`src/rtl/rv_pkg.sv`:
```
// Shared RV32I encoder types: instruction formats, base opcodes and serializer states.
package rv_pkg;

  localparam int unsigned WORD_W = 32;
  localparam int unsigned BYTE_W = 8;

  typedef enum logic [2:0] {
    FMT_R = 3'd0,
    FMT_I = 3'd1,
    FMT_S = 3'd2,
    FMT_B = 3'd3,
    FMT_U = 3'd4,
    FMT_J = 3'd5
  } fmt_t;

  localparam logic [6:0] OP_IMM = 7'h13;
  localparam logic [6:0] OP     = 7'h33;
  localparam logic [6:0] STORE  = 7'h23;
  localparam logic [6:0] BRANCH = 7'h63;
  localparam logic [6:0] LUI    = 7'h37;
  localparam logic [6:0] JAL    = 7'h6F;

  typedef enum logic [2:0] {
    IDLE = 3'd0,
    B0   = 3'd1,
    B1   = 3'd2,
    B2   = 3'd3,
    B3   = 3'd4
  } state_t;

  // Codes 6 and 7 have no format assigned.
  function automatic logic fmt_legal(input logic [2:0] fmt);
    return fmt <= 3'(FMT_J);
  endfunction

endpackage

```
`src/rtl/ins_pack.sv`:
```
// Combinational RV32I field packer. With INS_ENCODER_IMM_CHECK_EN defined, range_err
// flags immediates that do not fit their format; otherwise immediates are truncated.
module ins_pack
  import rv_pkg::*;
(
  input  logic [2:0]        fmt,
  input  logic [6:0]        opcode,
  input  logic [4:0]        rd,
  input  logic [4:0]        rs1,
  input  logic [4:0]        rs2,
  input  logic [2:0]        funct3,
  input  logic [6:0]        funct7,
  input  logic [31:0]       imm,
  output logic [WORD_W-1:0] word,
  output logic              range_err
);

  // Bit placement per format; illegal format codes pack to zero.
  always_comb begin
    word = '0;
    case (fmt)
      FMT_R:   word = {funct7, rs2, rs1, funct3, rd, opcode};
      FMT_I:   word = {imm[11:0], rs1, funct3, rd, opcode};
      FMT_S:   word = {imm[11:5], rs2, rs1, funct3, imm[4:0], opcode};
      FMT_B:   word = {imm[12], imm[10:5], rs2, rs1, funct3, imm[4:1], imm[11], opcode};
      FMT_U:   word = {imm[31:12], rd, opcode};
      FMT_J:   word = {imm[20], imm[10:1], imm[11], imm[19:12], rd, opcode};
      default: word = '0;
    endcase
  end

`ifdef INS_ENCODER_IMM_CHECK_EN
  logic sext12_ok;
  logic sext13_ok;
  logic sext21_ok;

  // A value fits N signed bits when every bit above N-1 copies the sign bit.
  assign sext12_ok = (&imm[31:11]) | ~(|imm[31:11]);
  assign sext13_ok = (&imm[31:12]) | ~(|imm[31:12]);
  assign sext21_ok = (&imm[31:20]) | ~(|imm[31:20]);

  always_comb begin
    range_err = 1'b0;
    case (fmt)
      FMT_I, FMT_S: range_err = ~sext12_ok;
      FMT_B:        range_err = ~sext13_ok | imm[0];
      FMT_J:        range_err = ~sext21_ok | imm[0];
      FMT_U:        range_err = |imm[11:0];
      default:      range_err = 1'b0;
    endcase
  end
`else
  assign range_err = 1'b0;
`endif

endmodule

```
`src/rtl/ins_encoder.sv`:
```
// RV32I instruction encoder: accepts one field bundle, emits the packed word as four
// little-endian bytes with addresses. INS_ENCODER_IMM_CHECK_EN enables immediate range errors.
module ins_encoder
  import rv_pkg::*;
#(
  parameter int unsigned       ADDR_W    = 16,
  parameter logic [ADDR_W-1:0] BASE_ADDR = '0
) (
  input  logic              clk,
  input  logic              rst,
  input  logic              in_valid,
  output logic              in_ready,
  input  logic [2:0]        in_fmt,
  input  logic [6:0]        in_opcode,
  input  logic [4:0]        in_rd,
  input  logic [4:0]        in_rs1,
  input  logic [4:0]        in_rs2,
  input  logic [2:0]        in_funct3,
  input  logic [6:0]        in_funct7,
  input  logic [31:0]       in_imm,
  output logic              out_valid,
  input  logic              out_ready,
  output logic [7:0]        out_byte,
  output logic [ADDR_W-1:0] out_addr,
  output logic              out_last,
  output logic              err
);

  logic [WORD_W-1:0] packed_word;
  logic              range_err;

  state_t            state_q, state_d;
  logic [WORD_W-1:0] word_q, word_d;
  logic [ADDR_W-1:0] addr_d;
  logic              err_d;
  logic              in_ready_d;
  logic              out_valid_d;
  logic              out_last_d;
  logic [BYTE_W-1:0] out_byte_d;
  logic              accept_c;
  logic              hs_c;

  ins_pack u_pack (
    .fmt       (in_fmt),
    .opcode    (in_opcode),
    .rd        (in_rd),
    .rs1       (in_rs1),
    .rs2       (in_rs2),
    .funct3    (in_funct3),
    .funct7    (in_funct7),
    .imm       (in_imm),
    .word      (packed_word),
    .range_err (range_err)
  );

  // State, word, address counter, sticky error and registered outputs.
  always_ff @(posedge clk) begin
    if (rst) begin
      state_q   <= IDLE;
      word_q    <= '0;
      out_addr  <= BASE_ADDR;
      err       <= 1'b0;
      in_ready  <= 1'b1;
      out_valid <= 1'b0;
      out_last  <= 1'b0;
      out_byte  <= '0;
    end else begin
      state_q   <= state_d;
      word_q    <= word_d;
      out_addr  <= addr_d;
      err       <= err_d;
      in_ready  <= in_ready_d;
      out_valid <= out_valid_d;
      out_last  <= out_last_d;
      out_byte  <= out_byte_d;
    end
  end

  // Next state plus next values of the registered outputs, derived from that next state.
  always_comb begin
    state_d     = state_q;
    word_d      = word_q;
    addr_d      = out_addr;
    err_d       = err;
    in_ready_d  = 1'b0;
    out_valid_d = 1'b0;
    out_last_d  = 1'b0;
    out_byte_d  = '0;

    accept_c = in_valid & in_ready;
    hs_c     = out_valid & out_ready;

    case (state_q)
      IDLE: begin
        if (accept_c) begin
          word_d  = packed_word;
          err_d   = err | ~fmt_legal(in_fmt) | range_err;
          state_d = B0;
        end
      end
      B0:      if (hs_c) state_d = B1;
      B1:      if (hs_c) state_d = B2;
      B2:      if (hs_c) state_d = B3;
      B3:      if (hs_c) state_d = IDLE;
      default: state_d = IDLE;
    endcase

    if (hs_c) begin
      addr_d = out_addr + ADDR_W'(1);
    end

    in_ready_d  = (state_d == IDLE);
    out_valid_d = (state_d != IDLE);
    out_last_d  = (state_d == B3);
    case (state_d)
      B0:      out_byte_d = word_d[7:0];
      B1:      out_byte_d = word_d[15:8];
      B2:      out_byte_d = word_d[23:16];
      B3:      out_byte_d = word_d[31:24];
      default: out_byte_d = '0;
    endcase
  end

endmodule

```
`config.mk`:
```
export PLATFORM = sky130hd
export DESIGN_NAME = ins_encoder
export DESIGN_NICKNAME = d
export VERILOG_FILES = /design/src/rtl/rv_pkg.sv /design/src/rtl/ins_pack.sv /design/src/rtl/ins_encoder.sv
export SDC_FILE = /design/constraint.sdc
export NUM_CORES = 1
export LEC_CHECK = 0
export CAP_MARGIN = 10
export CORE_MARGIN = 5
export CORE_UTILIZATION = 50
export DETAILED_ROUTE_END_ITERATION = 8
export HOLD_SLACK_MARGIN = 0.06
export PLACE_DENSITY = 0.88
export SYNTH_ARGS = -nofsm -noshare
export SYNTH_HDL_FRONTEND = slang
export SYNTH_SLANG_ARGS = --single-unit
```
`constraint.sdc`:
```
create_clock -name clk -period 2.5 [get_ports clk]
set_input_delay 0.25 -clock clk [delete_from_list [all_inputs] [get_ports clk]]
set_output_delay 0.25 -clock clk [all_outputs]
set_load 0.01 [all_outputs]
```
==> impl_metrics.ini <==
[status]
outcome = finished, final reports clean

[routing]
vias_per_cell = 5.65
finalWirelength_um = 8620
num_vias = 3088
wl_per_cell_um = 15.8
drc_errors = 0
drt_pass1_iterations = 5
postRouteAntennaNets = 0
drt-initial-drc-count = 167

[timing]
fin_crit_ps = 1920
finalSetupViolCount = 0
finalHoldViolCount = 0
min_period_over_period = 0.768
grt_setup_unrepaired = no
fin_skew_ps = 6.49
max_slew_margin = 0.630
tightest_slew_ps = 555
tns_ps = 0
fmax_mhz = 521
drv_slew = 0

[synthesis]
synth_fp_nets = 443
yosysSeqAreaShare = 0.408
synth_edf_count = 0
ys_warn_count = 0
avgSynthCellArea_um2 = 8.33
synthDistinctLibCells = 52
ys_ff_latch = 63
syn-cell-area_um2 = 3090
synth_flop_cell = dfxtp_1
syn-instance-count = 371
synth-async-reset-ratio = 0

[clock_tree]
cts_tree = done
htreeDepth = 3
hold_buffers = 0
insertion_delay_ps = 340
cts_resized = 0
cts.path.max_buffers = 2
cts_root_buffer = clkbuf_8
cts_setup_buffers = 0
numCtsBuffers = 9
cts.reportedPaths.clkPinSlew_ps = 70
cts.sinks = 63

[layout]
area_growth_pct = 39.4
layout_common_cells = clkdlybuf4s50_1 (97), dfxtp_1 (63), nand2_1 (42), nor2_1 (42), a21oi_1 (25)
num_antenna_cells = 0
seqCellArea_um2 = 1260
multi_input_area_um2 = 1680
drive_gt1_frac = 0.0932
nets = 541
final_common_cell = clkdlybuf4s50_1
fillers = 449

[global_route]
grt_max_degree = 30
grt_usage = 0.224
grt_pass1_wl_um = 13900
grt_pass1_vias = 3070
antenna_found_initial = 0
grt_overflow = 0

[setup_path]
cp_max_fo = 10
r2r_setup_slack_ps = 580
critPathKind = register to register
cp-start-kind = register
rr_worst_depth = 5
worstPathRequired_ps = 2760
endpoint_kind = register
critPathArrivalTime_ps = 2180
timing.rr.end = out_byte[7]
crit-reg2reg-launch = state_q[2]

[placement]
place_hpwl_um = 6630
io_buffers = 98
gp_congestion = 0.926

[floorplan]
fp-row-count = 28
core_um2 = 5960
die_x_um = 88.6
pin_count = 99
initial_core_util = 0.519
die_h_um = 88.6
die_area_um2 = 7860

[power_and_ir_drop]
pwr_density_cell_nw_per_um2 = 554
peakVddDrop_mv = 0.344
p_leak_uw = 0.00151
finalPower_uw = 2390

[run]
maxCapViolCount = 0

[min_path]
hp-start = rst
hp-class = input port to register
hold_depth = 2
min_to = word_q[25]
==> Yosys cell counts, types with 3 or more instances <==
library cell	count	area [um^2]
dfxtp_1	63	1260
nand2_1	42	158
nor2_1	42	158
a21oi_1	25	125
a22oi_1	23	173
o21ai_0	18	90.1
clkbuf_1	13	48.8
nor3_1	13	65.1
a221oi_1	9	78.8
buf_2	9	45.0
a21o_1	8	60.1
xnor2_1	8	70.1
a31oi_2	7	87.6
inv_1	7	26.3
nand2b_1	7	43.8
nor2b_1	7	43.8
or3_1	6	37.5
nand3_1	5	25.0
o22ai_1	4	25.0
a32o_1	3	30.0
and2_1	3	18.8
and3_1	3	18.8
mux2_2	3	33.8
mux2i_1	3	30.0
nor3b_1	3	22.5
xor2_1	3	26.3
==> kinds of logic after synthesis <==
kind of cell,after synthesis,share of synthesized area
buffers and inverters,34,0.0498
AOI/OAI and AO/OA,116,0.270
DFF,63,0.408
muxes,6,0.0206
adders and majority gates,1,0.00405
and+or+nand+nor,140,0.216
xor gates and xnor gates,11,0.0312
==> worst max path at each step <==
stage | startpoint | end | slack, ps
2_1_floorplan | out_valid | out_byte[5] | 800
3_3_place_gp | in_fmt[0] | out_byte[6] | 420
3_5_place_dp | out_ready | out_byte[0] | 370
4_1_cts | state_q[2] | out_byte[7] | 580
5_1_grt | state_q[2] | out_byte[7] | 440
6_report | state_q[2] | out_byte[7] | 580
==> report_power, final <==
| group | switching [uW] | internal [uW] | total (uW) | leakage [uW] |
|---|---|---|---|---|
| registers | 39.3 | 1070 | 1110 | 0.000514 |
| clock network | 363 | 402 | 766 | 0.0000854 |
| logic | 253 | 259 | 512 | 0.000916 |
==> metrics by stage <==
step / utilization / setup WS [ps] / std cells / instance area (um^2) / hold slack (ps)
floorplan: - / 802 / 371 / 3090 / 398
global placement: 0.696 / 419 / 533 / 4150 / 442
detailed placement: 0.696 / 368 / 533 / 4150 / 451
CTS: 0.724 / 577 / 547 / 4310 / 373
global route: 0.724 / 445 / 547 / 4310 / 401
finish: 0.724 / 580 / 547 / 4310 / 392
==> flip-flops by register name, indices dropped and copies added (netlist names) <==
signal,cells
out_valid,1
state_q,3
word_q,32
out_last,1
out_byte,8
in_ready,1
out_addr,16
err,1
==> critical path, stage by stage, from the launching register on <==
cell,delay (ps)
dfxtp_1,520
inv_1,170
or4_4,520
o21a_1,140
a21o_1,310
a31oi_2,190
==> area by class of cell <==
cell class	count	area share
well taps	75	0.0218
clock inverters	1	0.00116
flip-flops and latches	63	0.293
clock buffers	13	0.0369
repair buffers	112	0.251
multi-input cells	274	0.389
inverters	9	0.00784
==> layer usage <==
layer	wire length (um)	track usage
met1	3660	0.276
met3	724	0.0577
met4	129	0.0920
met2	4110	0.370
met5	0	0
(Power assumes the default switching activity.)
